<file path="config.mk">
export PLATFORM = sky130hd
export DESIGN_NAME = frame_align_ctrl
export DESIGN_NICKNAME = d
export VERILOG_FILES = /design/src/rtl/iserdes_pkg.sv /design/src/rtl/frame_align_cnt.sv /design/src/rtl/frame_align_ctrl.sv
export SDC_FILE = /design/constraint.sdc
export NUM_CORES = 1
export LEC_CHECK = 0
export CAP_MARGIN = 20
export CORE_UTILIZATION = 32
export CTS_CLUSTER_DIAMETER = 50
export DETAILED_ROUTE_END_ITERATION = 6
export GPL_TIMING_DRIVEN = 0
export PLACE_DENSITY = 0.58
export SLEW_MARGIN = 30
export SYNTH_ARGS = -nofsm -noshare
export SYNTH_HDL_FRONTEND = slang
export SYNTH_SLANG_ARGS = --single-unit
export TNS_END_PERCENT = 50
</file>
<file path="constraint.sdc">
create_clock -name sample_clk -period 0.9 [get_ports sample_clk]
set_input_delay 0.18 -clock sample_clk [delete_from_list [all_inputs] [get_ports sample_clk]]
set_output_delay 0.18 -clock sample_clk [all_outputs]
set_load 0.01 [all_outputs]
</file>
<file path="src/rtl/iserdes_pkg.sv">
// rtl/iserdes_pkg.sv - shared ISERDES alignment types and constants
// Holds the alignment FSM state encoding (also decoded by the CSR map)
// and the default frame-clock training pattern.
package iserdes_pkg;

  typedef enum logic [2:0] {
    ST_IDLE   = 3'd0,
    ST_CHECK  = 3'd1,
    ST_SLIP   = 3'd2,
    ST_SETTLE = 3'd3,
    ST_LOCKED = 3'd4,
    ST_FAIL   = 3'd5
  } align_state_e;

  localparam logic [7:0] FRAME_PATTERN_DEFAULT = 8'h0F;

endpackage

</file>
<file path="src/rtl/frame_align_cnt.sv">
// rtl/frame_align_cnt.sv - saturating up-counter with synchronous clear
// Ports:
//   sample_clk  clock
//   rst_n       asynchronous active-low reset
//   clr         clear to zero (wins over inc)
//   inc         increment, holding at MAX
//   count       current value, $clog2(MAX+1) bits wide
module frame_align_cnt #(
  parameter int MAX = 15,
  localparam int W  = $clog2(MAX + 1)
) (
  input  logic         sample_clk,
  input  logic         rst_n,
  input  logic         clr,
  input  logic         inc,
  output logic [W-1:0] count
);

  always_ff @(posedge sample_clk or negedge rst_n) begin
    if (!rst_n) begin
      count <= '0;
    end else if (clr) begin
      count <= '0;
    end else if (inc && (count != W'(MAX))) begin
      count <= count + W'(1);
    end
  end

endmodule

</file>
<file path="src/rtl/frame_align_ctrl.sv">
// rtl/frame_align_ctrl.sv - ISERDES frame-clock word alignment controller
// Issues bitslip pulses until the deserialized frame-clock word equals
// PATTERN, declares lock after LOCK_COUNT consecutive matches and drops
// lock after LOSS_COUNT consecutive misses.
// Ports:
//   sample_clk    clock
//   reset_n       asynchronous active-low reset (deassertion synchronised)
//   clk_data_out  deserialized frame-clock word
//   enable        1 runs alignment, 0 returns to IDLE
//   manual_slip   one-cycle request for a bitslip, IDLE with enable=0 only
//   bitslip       single-cycle pulse to the ISERDES
//   locked        1 in LOCKED
//   align_err     1 in FAIL
//   slip_pos      bitslip pulses issued since reset, modulo 8
//   state         current FSM state encoding
module frame_align_ctrl
  import iserdes_pkg::*;
#(
  parameter logic [7:0] PATTERN       = FRAME_PATTERN_DEFAULT,
  parameter int         SETTLE_CYCLES = 4,
  parameter int         LOCK_COUNT    = 16,
  parameter int         LOSS_COUNT    = 4,
  parameter int         MAX_SLIPS     = 8
) (
  input  logic       sample_clk,
  input  logic       reset_n,
  input  logic [7:0] clk_data_out,
  input  logic       enable,
  input  logic       manual_slip,
  output logic       bitslip,
  output logic       locked,
  output logic       align_err,
  output logic [2:0] slip_pos,
  output logic [2:0] state
);

  localparam int MW = $clog2(LOCK_COUNT + 1);
  localparam int LW = $clog2(LOSS_COUNT + 1);
  localparam int AW = $clog2(MAX_SLIPS + 1);
  localparam int SW = $clog2(SETTLE_CYCLES + 1);

  // Reset asserts immediately, releases two edges after reset_n rises.
  logic [1:0] rst_sync;
  logic       rst_n_int;

  always_ff @(posedge sample_clk or negedge reset_n) begin
    if (!reset_n) rst_sync <= 2'b00;
    else          rst_sync <= {rst_sync[0], 1'b1};
  end
  assign rst_n_int = rst_sync[1];

  align_state_e  st;
  logic [SW-1:0] settle_cnt;
  logic [SW-1:0] guard_cnt;   // cycles left before another pulse is allowed
  logic [MW-1:0] match_cnt;
  logic [LW-1:0] miss_cnt;
  logic [AW-1:0] att_cnt;
  logic          is_match;

  assign is_match = (clk_data_out == PATTERN);
  assign state    = st;

  // Match and miss counters only run while their own condition holds;
  // any other cycle returns them to zero, which gives the
  // "consecutive" semantics without extra bookkeeping.
  frame_align_cnt #(.MAX(LOCK_COUNT)) u_match_cnt (
    .sample_clk (sample_clk),
    .rst_n      (rst_n_int),
    .clr        (!(enable && st == ST_CHECK && is_match)),
    .inc        (1'b1),
    .count      (match_cnt)
  );

  frame_align_cnt #(.MAX(LOSS_COUNT)) u_miss_cnt (
    .sample_clk (sample_clk),
    .rst_n      (rst_n_int),
    .clr        (!(enable && st == ST_LOCKED && !is_match)),
    .inc        (1'b1),
    .count      (miss_cnt)
  );

  // Attempts are zeroed in LOCKED so a loss of lock starts a fresh run.
  frame_align_cnt #(.MAX(MAX_SLIPS)) u_att_cnt (
    .sample_clk (sample_clk),
    .rst_n      (rst_n_int),
    .clr        (!enable || st == ST_IDLE || st == ST_LOCKED),
    .inc        (st == ST_SLIP),
    .count      (att_cnt)
  );

  always_ff @(posedge sample_clk or negedge rst_n_int) begin
    if (!rst_n_int) begin
      st         <= ST_IDLE;
      bitslip    <= 1'b0;
      locked     <= 1'b0;
      align_err  <= 1'b0;
      slip_pos   <= 3'd0;
      settle_cnt <= '0;
      guard_cnt  <= '0;
    end else begin
      bitslip <= 1'b0;
      if (guard_cnt != '0) guard_cnt <= guard_cnt - SW'(1);

      if (!enable) begin
        st        <= ST_IDLE;
        locked    <= 1'b0;
        align_err <= 1'b0;
        if (st == ST_IDLE && manual_slip && guard_cnt == '0) begin
          bitslip   <= 1'b1;
          slip_pos  <= slip_pos + 3'd1;
          guard_cnt <= SW'(SETTLE_CYCLES);
        end
      end else begin
        case (st)
          ST_IDLE: st <= ST_CHECK;
          ST_CHECK: begin
            if (is_match) begin
              if (match_cnt == MW'(LOCK_COUNT - 1)) begin
                st     <= ST_LOCKED;
                locked <= 1'b1;
              end
            end else if (att_cnt == AW'(MAX_SLIPS)) begin
              st        <= ST_FAIL;
              align_err <= 1'b1;
            end else if (guard_cnt == '0) begin
              // Holding in CHECK while the guard runs keeps a recent
              // manual pulse and this automatic one far enough apart.
              st        <= ST_SLIP;
              bitslip   <= 1'b1;
              slip_pos  <= slip_pos + 3'd1;
              guard_cnt <= SW'(SETTLE_CYCLES);
            end
          end
          ST_SLIP: begin
            st         <= ST_SETTLE;
            settle_cnt <= '0;
          end
          ST_SETTLE: begin
            if (settle_cnt == SW'(SETTLE_CYCLES - 1)) st <= ST_CHECK;
            else settle_cnt <= settle_cnt + SW'(1);
          end
          ST_LOCKED: begin
            if (!is_match && miss_cnt == LW'(LOSS_COUNT - 1)) begin
              st     <= ST_CHECK;
              locked <= 1'b0;
            end
          end
          ST_FAIL: align_err <= 1'b1;
          default: begin
            st        <= ST_IDLE;
            locked    <= 1'b0;
            align_err <= 1'b0;
          end
        endcase
      end
    end
  end

endmodule

</file>
# [Word-level counts from Yosys, hierarchy flattened]
# Cells that the tools add are included.
[totals] output_inout_bits=9 in_bits=12 word_cells=117 register_bits=29
[op_classes] eq_ne=31 mux=44 add_sub_neg=6 n_reduce_logical=25
[ops] cell="$mux 3" count=23
[ops] cell="$pmux 3 s6" count=1
[ops] cell="$mux 1" count=13
[ops] cell="$eq 3x2->1 const B" count=4
[ops] cell="$ne 2x2->1 const B" count=6
[ops] cell="$ne 3x3->1 const B" count=4
[ops] cell="$mux 5" count=2
[ops] cell="$reduce_and 5->1" count=2
[ops] cell="$add 3x1->3 const B" count=3
[ops] cell="$ne 3x2->1 const B" count=3
[ops] cell="$eq 8x4->1 const B" count=1
[ops] cell="$logic_and 1x1->1" count=8
[ops] cell="$mux 4" count=2
[ops] cell="$ne 2x1->1 const B" count=4
[ops] cell="$reduce_or 4->1" count=2
[ops] cell="$eq 3x3->1 const B" count=2
[ops] cell="$logic_not 3->1" count=2
[ops] cell="$pmux 1 s3" count=2
[ops] cell="$pmux 3 s2" count=1
[ops] cell="$reduce_and 3->1" count=2
[ops] cell="$reduce_bool 2->1" count=3
[ops] cell="$add 5x1->5 const B" count=1
[ops] cell="$eq 5x4->1 const B" count=1
[ops] cell="$ne 5x3->1 const B" count=1
[ops] cell="other kinds (11)" count=13

# [Logic depth before layout (Yosys ltp)]
# Gate-level depths: netlist of the first run.
[logic_depth] depth_word=7 ltp_mapped=8 depth_no_buf=7

# [Hierarchy]
# From an unflattened synthesis of the first run, not the netlist that was laid out.
[hier_totals] cells_unflattened=185 hier_area_um2=1789.2
[by_module_without_submodules] mod="frame_align_ctrl" cells_each=118 area_per_inst_um2=1084.8 instances=1
[by_module_without_submodules] mod="frame_align_cnt (u_match_cnt)" cells_each=27 area_per_inst_um2=276.5 instances=1
[by_module_without_submodules] mod="frame_align_cnt (u_att_cnt)" cells_each=23 area_per_inst_um2=229.0 instances=1
[by_module_without_submodules] mod="frame_align_cnt (u_miss_cnt)" cells_each=17 area_per_inst_um2=198.9 instances=1

# [Least setup slack after synthesis of the first run]
# OpenSTA, ideal clock, no wires.
[synth_timing] path_kind="register -> register" start="reg u_att_cnt.count[0]" end="reg slip_pos[1]" arrival_ns=1.574 path_stages_with_launch=9 t_required_ns=0.775 setup_slack_ns=-0.799 path_cell_list="dfrtp_1 -> inv_1 -> ha_1 -> nand2_1 -> or2_2 -> clkbuf_1 -> nand3_4 -> a21oi_4 -> mux2_4"
[synth_via] elab_chain_len=3
[synth_lines] item="start: declaration" line="frame_align_cnt.sv:16" rtl="output logic [W-1:0] count"
[synth_lines] item="start signal: assignment" line="frame_align_cnt.sv:25" rtl="count <= count + W'(1);"
[synth_lines] item="$eq 4x4->1" line="frame_align_ctrl.sv:122" rtl="end else if (att_cnt == AW'(MAX_SLIPS)) begin"
[synth_lines] item="$ne 2x2->1 (no line)"
[synth_lines] item="$reduce_and 5->1 (no line)"
[synth_lines] item="end signal: assignment" line="frame_align_ctrl.sv:110" rtl="slip_pos <= slip_pos + 3'd1;"
[synth_lines] item="end signal: assignment" line="frame_align_ctrl.sv:130" rtl="slip_pos <= slip_pos + 3'd1;"
[synth_lines] item="end: declaration" line="frame_align_ctrl.sv:33" rtl="output logic [2:0] slip_pos,"
# No other way between the ends.
# A chain may end at the register's enable or synchronous reset.

# [Worst setup path in the final report of the first run]
[layout_timing] start="reg u_match_cnt.count[0]" end="reg locked"
[layout_via] elab_chain_len=3
[layout_lines] item="start: declaration" line="frame_align_cnt.sv:16"
[layout_lines] item="start signal: assignment" line="frame_align_cnt.sv:25"
[layout_lines] item="$eq 5x4->1" line="frame_align_ctrl.sv:118" rtl="if (match_cnt == MW'(LOCK_COUNT - 1)) begin"
[layout_lines] item="$ne 3x2->1 (no line)"
[layout_lines] item="$reduce_and 4->1 (no line)"
[layout_lines] item="end signal: assignment" line="frame_align_ctrl.sv:120" rtl="locked <= 1'b1;"
[layout_lines] item="end signal: assignment" line="frame_align_ctrl.sv:145" rtl="locked <= 1'b0;"
[layout_lines] item="end signal: assignment" line="frame_align_ctrl.sv:151" rtl="locked <= 1'b0;"
[layout_lines] item="end: declaration" line="frame_align_ctrl.sv:31" rtl="output logic locked,"
# No other way between the ends.

==> results of run 1 <==
## layer usage
layer  track usage [%]  up-vias  routed length, um
met5                 0        -                  0
met4              7.48        0                 72
met3              4.39        8                198
met2              27.6       33               2080
met1              19.8      714               1770
li1                  -      681                  -
## cells in the final DEF (no fill, tap or decap), types with 4 or more instances in the layout
cell / netlist / layout
inv_1: 15 / 8
xnor2_1: 5 / 5
dfrtp_1: 29 / 27
nor2_1: 13 / 10
buf_2: 0 / 4
nand2_1: 13 / 10
nor2b_1: 6 / 4
nor3_1: 5 / 4
nand3_1: 7 / 5
clkdlybuf4s50_1: 0 / 7
inv_2: 0 / 5
a21oi_2: 0 / 4
clkbuf_2: 0 / 6
ha_1: 14 / 6
clkbuf_8: 0 / 8
ha_4: 0 / 6
buf_4: 0 / 23
## registers in the layout, summed over array words and instances, names as in the netlist
register / cells
u_miss_cnt.count: 3
u_match_cnt.count: 5
bitslip: 1
locked: 1
state: 3
guard_cnt: 3
u_att_cnt.count: 4
align_err: 1
slip_pos: 3
rst_sync: 2
settle_cnt: 3
## final timing paths
| path | to | slack, ps | from | cells after the start |
|---|---|---|---|---|
| min reg2reg | slip_pos[0] | 280 | rst_sync[1] | 0 |
| max | locked | -710 | u_match_cnt.count[0] | 8 |
| max in group asynchronous | locked | 170 | rst_sync[1] | 0 |
| min in group sample_clk | rst_sync[1] | 350 | rst_sync[0] | 0 |
| min | rst_sync[0] | 60 | reset_n | 1 |
| max reg2reg | locked | -710 | u_match_cnt.count[0] | 8 |
## power groups by stage
stage	clock, mW	combinational, mW	sequential [mW]
floorplan	0	1.01	1.76
global placement	0	1.48	1.74
detailed placement	0	1.55	1.75
CTS	1.23	1.81	1.72
global route	1.29	2.32	1.76
finish	1.19	2.13	1.73
## critical path, cell delays in order (launching register included)
cell       delay (ps)
dfrtp_1           390
ha_2              200
and3_4            150
ha_4              160
buf_4             130
buf_6             110
a21oi_2           140
o2bb2ai_1          60
and3_1            160
## cell type report
cell class | instances | area (sq um)
Fill cell | 464 | 2370
Multi-Input combinational cell | 118 | 1060
Sequential cell | 29 | 728
Timing Repair Buffer | 46 | 373
Clock buffer | 7 | 96.3
Tap cell | 67 | 83.8
Inverter | 15 | 61.3
Buffer | 4 | 31.3
Clock inverter | 1 | 5.00
## cells by family (layout without fill, tap and decap cells)
| family | after synthesis | count (layout) | synth area share [%] |
|---|---|---|---|
| AND/OR/NAND/NOR | 60 | 60 | 19.9 |
| flip-flops | 29 | 29 | 44.2 |
| XOR/XNOR | 8 | 8 | 4.27 |
| adder cells (fa/ha/maj) | 14 | 14 | 10.7 |
| AO/OA/AOI/OAI | 32 | 32 | 14.0 |
| other | 1 | 1 | 0.229 |
| buffers and inverters | 20 | 73 | 4.58 |
| multiplexers | 3 | 3 | 2.14 |
## repair_timing
action / 4_1_cts / 5_1_grt
resized for setup: 40 / 31
pin swaps: 19 / 15
setup endpoints to repair: 36 / 36
hold buffers: 0 / 0
buffers inserted: 18 / 10
## metrics by stage
stage / power, mW / setup slack [ps]
4_1_cts: 4.76 / -688
5_1_grt: 5.37 / -789
3_3_place_gp: 3.22 / -1130
6_report: 5.05 / -714
3_5_place_dp: 3.31 / -1150
2_1_floorplan: 2.77 / -714
==> flow_metrics.env, run 1 <==
export IMPL_start_kind="flip-flop"
export IMPL_synth_top_area_cell="dfrtp_1"
export IMPL_ant_nets=0
export IMPL_yosysSeqAreaShare_pct=44.2
export IMPL_worst_setup_path_type="flip-flop to flip-flop"
export IMPL_overflow=0
export IMPL_start_util_pct=34.1
export IMPL_p_per_area_nw_per_um2=2070
export IMPL_leakage_nw=1.10
export IMPL_synth_nets=193
export IMPL_setup_tns_ps=-15110
export IMPL_grt_max_degree=28
export IMPL_seqPwrFrac_pct=34.2
export IMPL_yosysWarnings=0
export IMPL_grt_pass1_wl_um=6610
export IMPL_layout_drive_gt1_share_pct=42.7
export IMPL_synth_enable_flop_cells=0
export IMPL_cts_sinks=29
export IMPL_syn_area_sq_um=1640
export IMPL_rsz0062_at_grt="true"
export IMPL_portBuffers=20
export IMPL_drc_errors=0
export IMPL_track_usage_pct=16.5
export IMPL_ys_async_sr_fraction_pct=100
export IMPL_avgSynthCellArea_sq_um=9.82
export IMPL_max_freq_mhz=620
export IMPL_ys_types=41
export IMPL_endpoint_kind="flip-flop"
export IMPL_clk_latency_ps=280
export IMPL_final_period_utilization_pct=179
export IMPL_worstPathArrival_ps=1780
export IMPL_area_growth_pct=48.9
export IMPL_die_area_sq_um=5420
export IMPL_hold_violations=0
export IMPL_cts_max_level=2
export IMPL_final_min_clock_period_ps=1610
export IMPL_cts_tree="built"
export IMPL_setup_viol=36
export IMPL_via_count=1436
export IMPL_numCtsBuffers=5
export IMPL_fp_row_count=25
export IMPL_synth_flop_cell="dfrtp_1"
export IMPL_clock_skew_ps=4.94
export IMPL_final_cells=287
export IMPL_dp_cells=254
export IMPL_synthMostInstantiatedCell="dfrtp_1"
export IMPL_cts_clk_slew_worst_paths_ps=60
export IMPL_worst_pin_slew_ps=616
export IMPL_p_int_mw=3.35
export IMPL_dp_hpwl_um=2630
export IMPL_drt_iter0_drc=110
export IMPL_dpl_cell_area_sq_um=2040
export IMPL_synth_top_area_share_pct=44.2
export IMPL_slew_violations=0
export IMPL_power_switching_share_pct=33.6
export IMPL_diodes=0
export IMPL_clkPwrFrac_pct=23.6
export IMPL_cp_max_fo=2
export IMPL_clock_path_buffers=2
export IMPL_syn_inst=167
export IMPL_gp_congestion=0.776
export IMPL_yosys_top_cells_count="dfrtp_1, inv_1, ha_1"
export IMPL_whs_ps=57.7
export IMPL_vdd_drop_max_mv=0.894
export IMPL_grt_pass1_vias=1431
export IMPL_p_switching_mw=1.70
export IMPL_antenna_found_initial=0
export IMPL_cts_root_buf="clkbuf_8"
export IMPL_power_share_combinational_pct=42.2
export IMPL_num_nets_final=245
export IMPL_firstDrtPassIters=4
export IMPL_viasPerCell=5.00
export IMPL_wl_um=4120
export IMPL_cp_required_ps=1070
export IMPL_status="finished, violations left"
export IMPL_die_h_um=73.6
export IMPL_wl_per_cell_um=14.4
export IMPL_synth_seq_cells=29
export IMPL_fin_util_pct=50.7
export IMPL_violations="negative setup slack"
export IMPL_synth_area_leaders="dfrtp_1, ha_1, inv_1"
export IMPL_core_area_sq_um=4820
export IMPL_slew_headroom_pct=58.9
export IMPL_post_route_cell_area_sq_um=2440
export IMPL_worst_slack_ps=-714
export IMPL_min_path_type="primary input to asynchronous set/reset pin"
export IMPL_io_pins=21
export IMPL_maxCapViolations=0
export IMPL_fp_dieW_um=73.6
Power figures use the tool's default switching activity.
==> run 2, diff against run 1 <==
CORE_UTILIZATION = 49   (was 32)
PLACE_DENSITY = 0.8   (was 0.58)
==> flow_metrics.env, run 2 (same netlist as run 1, synthesis figures left out) <==
export IMPL_status="finished, violations left"
export IMPL_violations="negative setup slack"
export IMPL_final_min_clock_period_ps=1560
export IMPL_grt_pass1_vias=1383
export IMPL_fp_dieW_um=59.9
export IMPL_dp_slack_ps=-1140
export IMPL_r2r_start="state[1]"
export IMPL_track_usage_pct=23.6
export IMPL_overflow=0
export IMPL_fp_row_count=20
export IMPL_worst_slack_ps=-661
export IMPL_clock_path_buffers=2
export IMPL_ant_nets=0
export IMPL_area_growth_pct=41.0
export IMPL_cts_hold_buf=0
export IMPL_cts_sinks=29
export IMPL_timing_critical_path_from="state[1]"
export IMPL_setup_viol=36
export IMPL_firstDrtPassIters=4
export IMPL_maxCapViolations=0
export IMPL_vdd_drop_max_mv=0.944
export IMPL_cts_root_buf="clkbuf_4"
export IMPL_max_freq_mhz=641
export IMPL_drc_errors=0
export IMPL_grt_pass1_wl_um=6150
export IMPL_slew_violations=0
export IMPL_grt_max_degree=28
export IMPL_reg2reg_depth=5
export IMPL_layout_drive_gt1_share_pct=40.8
export IMPL_antenna_found_initial=0
export IMPL_cts_clk_slew_worst_paths_ps=100
export IMPL_clock_skew_ps=16.2
export IMPL_p_per_area_nw_per_um2=1960
export IMPL_diodes=0
export IMPL_cp_max_fo=10
export IMPL_dpl_cell_area_sq_um=2010
export IMPL_via_count=1424
export IMPL_io_pins=21
export IMPL_endpoint_kind="flip-flop"
export IMPL_min_path_type="primary input to asynchronous set/reset pin"
export IMPL_slew_headroom_pct=60.1
export IMPL_dp_hpwl_um=2420
export IMPL_cp_required_ps=1130
export IMPL_worst_setup_path_type="flip-flop to flip-flop"
export IMPL_core_area_sq_um=3100
export IMPL_cts_tree="built"
export IMPL_post_route_cell_area_sq_um=2310
export IMPL_mostFrequentLayoutCell="dfrtp_1"
export IMPL_start_util_pct=52.9
export IMPL_largest_reg_flops=5
export IMPL_clk_latency_ps=330
export IMPL_num_nets_final=243
export IMPL_leakage_nw=1.09
export IMPL_worst_pin_slew_ps=598
export IMPL_cts_max_level=2
export IMPL_worstPathArrival_ps=1790
export IMPL_final_period_utilization_pct=173
export IMPL_wl_per_cell_um=15.1
export IMPL_die_h_um=59.9
export IMPL_largest_register="u_match_cnt.count"
export IMPL_portBuffers=20
export IMPL_numCtsBuffers=5
export IMPL_drt_iter0_drc=110
export IMPL_gp_congestion=0.823
export IMPL_start_kind="flip-flop"
export IMPL_die_area_sq_um=3580
export IMPL_viasPerCell=5.44
export IMPL_layout_common_cells="dfrtp_1, buf_4, nand2_1"
export IMPL_wl_um=3950
export IMPL_hold_violations=0
export IMPL_largestRegisters="u_match_cnt.count: 5 flops, u_att_cnt.count: 4 flops"
export IMPL_rsz0062_at_grt="true"
## run 2: worst paths after layout
kind                                       to  slack, ps
worst max-delay path              slip_pos[1]       -660
worst min-delay path              rst_sync[0]         10
worst max register to register    slip_pos[1]       -660
worst min register to register         locked        260
max in group asynchronous       settle_cnt[1]        230
min in group sample_clk           rst_sync[1]        360
## run 2: repair_timing
action,CTS,global route
setup buffers,18,6
pin swaps,21,10
resized for setup,56,18
endpoints found under the setup margin,36,36
## run 2: area by class of cell
type	instances	area [sq um]
clock inverters	1	5.00
fillers	216	790
well taps	44	55.1
clock buffers	7	65.1
inverters	15	58.8
multi-input cells	118	1030
repair buffers	44	338
plain buffers	4	31.3
flip-flops and latches	29	727
## run 2: through the flow
| stage | utilization, % | power [mW] | hold WS, ps | std cells | TNS [ps] |
|---|---|---|---|---|---|
| finish | 74.6 | 4.54 | 10.1 | 262 | -15700 |
| global route | 74.6 | 4.80 | 15.7 | 262 | -17760 |
| CTS | 71.3 | 4.24 | 8.77 | 256 | -15050 |
| detailed placement | 64.9 | 3.28 | 297 | 231 | -24490 |
| global placement | 64.9 | 3.19 | 341 | 231 | -30610 |
| floorplan | - | 2.77 | -116 | 167 | -12220 |
## run 2: layer usage
metal	wire, um	track usage, %	share of wire, %
met4	91	8.97	2.3
met1	1560	29.3	40
met5	0	0	0
met2	2100	39.5	53
met3	198	5.63	5.0
## run 2: worst max-delay path, stage by stage (launching register included)
cell      delay [ps]
dfrtp_1          420
clkbuf_4         200
nor2_2           150
nand3_2          150
a21oi_4          240
mux2_4           310
## run 2: power breakdown
part	total, mW	switching [mW]	internal (mW)
logic	1.91	0.933	0.979
registers	1.72	0.206	1.52
clock network	0.909	0.457	0.452
total	4.54	1.60	2.95
==> run 3, diff against run 2 <==
==> constraint.sdc (replaced) <==
create_clock -name sample_clk -period 0.9 [get_ports sample_clk]
set_input_delay 0.135 -clock sample_clk [delete_from_list [all_inputs] [get_ports sample_clk]]
set_output_delay 0.135 -clock sample_clk [all_outputs]
set_load 0.01 [all_outputs]
==> flow_metrics.env, run 3 (same netlist as run 1, synthesis figures left out) <==
export IMPL_drt_iter0_drc=54
export IMPL_clkPwrFrac_pct=18.1
export IMPL_cts_sinks=29
export IMPL_fin_util_pct=79.1
export IMPL_via_count=1465
export IMPL_worstPathArrival_ps=1840
export IMPL_grtUsageMet3_pct=4.98
export IMPL_min_path_type="flip-flop to asynchronous set/reset pin"
export IMPL_fp_dieW_um=59.9
export IMPL_max_freq_mhz=617
export IMPL_mostFrequentLayoutCell="dfrtp_1"
export IMPL_grt_pass1_vias=1409
export IMPL_maxCapViolations=0
export IMPL_io_pins=21
export IMPL_dp_slack_ps=-1130
export IMPL_p_per_area_nw_per_um2=1840
export IMPL_antenna_found_initial=0
export IMPL_overflow=0
export IMPL_dp_hpwl_um=2510
export IMPL_rsz0062_at_grt="true"
export IMPL_p_int_mw=2.87
export IMPL_r2r_start="u_match_cnt.count[0]"
export IMPL_die_area_sq_um=3580
export IMPL_slew_headroom_pct=59.1
export IMPL_wl_um=4380
export IMPL_met1_usage_pct=26.7
export IMPL_firstDrtPassIters=4
export IMPL_slew_violations=0
export IMPL_final_period_utilization_pct=180
export IMPL_hold_violations=0
export IMPL_power_switching_share_pct=36.4
export IMPL_leakage_nw=1.12
export IMPL_wl_per_cell_um=16.4
export IMPL_largest_register="u_match_cnt.count"
export IMPL_timing_critical_path_from="u_match_cnt.count[0]"
export IMPL_grt_busiest_layer="met2"
export IMPL_power_share_combinational_pct=43.3
export IMPL_start_kind="flip-flop"
export IMPL_setup_viol=36
export IMPL_num_nets_final=250
export IMPL_seqPwrFrac_pct=38.6
export IMPL_cp_required_ps=1120
export IMPL_final_cells=268
export IMPL_worst_pin_slew_ps=613
export IMPL_use_met2_pct=45.1
export IMPL_clk_latency_ps=330
export IMPL_dp_cells=231
export IMPL_layout_common_cells="dfrtp_1, buf_4, nand2_1"
export IMPL_viasPerCell=5.47
export IMPL_die_h_um=59.9
export IMPL_rrSetupSlack_ps=-720
export IMPL_reg2reg_depth=6
export IMPL_worst_slack_ps=-719
export IMPL_post_route_cell_area_sq_um=2450
export IMPL_clock_path_buffers=2
export IMPL_diodes=0
export IMPL_final_min_clock_period_ps=1620
export IMPL_endpoint_kind="flip-flop"
export IMPL_violations="negative setup slack"
export IMPL_dpl_cell_area_sq_um=2010
export IMPL_start_util_pct=52.9
export IMPL_cp_max_fo=3
export IMPL_clock_skew_ps=12.2
export IMPL_fp_row_count=20
export IMPL_setup_worst_path_end="state[0]"
export IMPL_drc_errors=0
export IMPL_gp_congestion=0.849
export IMPL_largestRegisters="u_match_cnt.count: 5 flops, u_att_cnt.count: 4 flops"
export IMPL_whs_ps=276
export IMPL_worst_setup_path_type="flip-flop to flip-flop"
export IMPL_grt_max_degree=28
export IMPL_cts_tree="built"
export IMPL_ant_nets=0
export IMPL_grt_pass1_wl_um=6320
export IMPL_cts_max_level=2
export IMPL_numCtsBuffers=5
export IMPL_cts_root_buf="clkbuf_4"
export IMPL_layout_drive_gt1_share_pct=46.0
export IMPL_p_switching_mw=1.64
export IMPL_area_growth_pct=49.6
export IMPL_vdd_drop_max_mv=1.14
export IMPL_largest_reg_flops=5
export IMPL_cts_clk_slew_worst_paths_ps=100
export IMPL_rr_endpoint="state[0]"
export IMPL_core_area_sq_um=3100
export IMPL_track_usage_pct=24.5
export IMPL_portBuffers=20
export IMPL_status="finished, violations left"
==> run 3: cell types whose count changed in the layout (fill, tap and decap cells not counted), moves of 2 or more <==
cell      change
buf_6         +6
clkbuf_4      -2
dfrtp_1       -2
dfrtp_2       +2
inv_1         -2
nand3_1       -2
nor2b_1       +2
nor2b_2       -2
xnor2_1       -2
xnor2_2       +2
==> run 3: area by class of cell <==
cell class | count | area [sq um]
fill | 205 | 649
timing repair buffer | 51 | 420
buffer | 4 | 31.3
sequential | 29 | 729
tap | 44 | 55.1
multi-input combinational | 118 | 1100
clock buffer | 7 | 55.1
inverter | 15 | 61.3
==> run 3: worst min path at each step <==
stage	startpoint	endpoint	slack, ps	cells past startpoint
finish	rst_sync[1]	state[0]	280	0
global route	rst_sync[1]	align_err	330	0
global placement	reset_n	rst_sync[0]	300	1
floorplan	reset_n	rst_sync[0]	-160	0
CTS	rst_sync[1]	slip_pos[0]	300	0
detailed placement	rst_sync[1]	u_match_cnt.count[4]	290	0
==> run 3: worst max-delay path: stages (launching register included) <==
cell and delay [ps]:
dfrtp_1 400, ha_2 200, and3_4 150, ha_4 160, nor3b_2 180, o221ai_2 150
a211o_1 280
==> run 3: repair_timing <==
action / in CTS / in global routing
setup buffers: 21 / 9
setup endpoints to repair: 36 / 36
endpoints found under the hold margin: 2 / 0
gates resized for setup: 55 / 38
pin swaps: 22 / 18
hold buffers: 1 / 0
==> run 3: power by group through the flow <==
| stage | clock (mW) | combinational [mW] | sequential [mW] |
|---|---|---|---|
| after detailed placement | 0 | 1.52 | 1.74 |
| after global routing | 0.853 | 2.13 | 1.77 |
| after CTS | 0.806 | 1.73 | 1.71 |
| after floorplan | 0 | 1.01 | 1.76 |
| after global placement | 0 | 1.46 | 1.73 |
| final | 0.815 | 1.95 | 1.74 |
==> run 3: metrics by stage <==
| stage | power (mW) | TNS, ps |
|---|---|---|
| finish | 4.51 | -15360 |
| global route | 4.75 | -17370 |
| CTS | 4.24 | -15340 |
| detailed placement | 3.26 | -23540 |
| global placement | 3.19 | -29410 |
| floorplan | 2.77 | -11970 |
==> run 3: routing by layer <==
layer,vias to the layer above,wire [um]
met2,46,2370
met3,14,177
li1,690,-
met1,715,1730
met5,-,0
met4,0,109
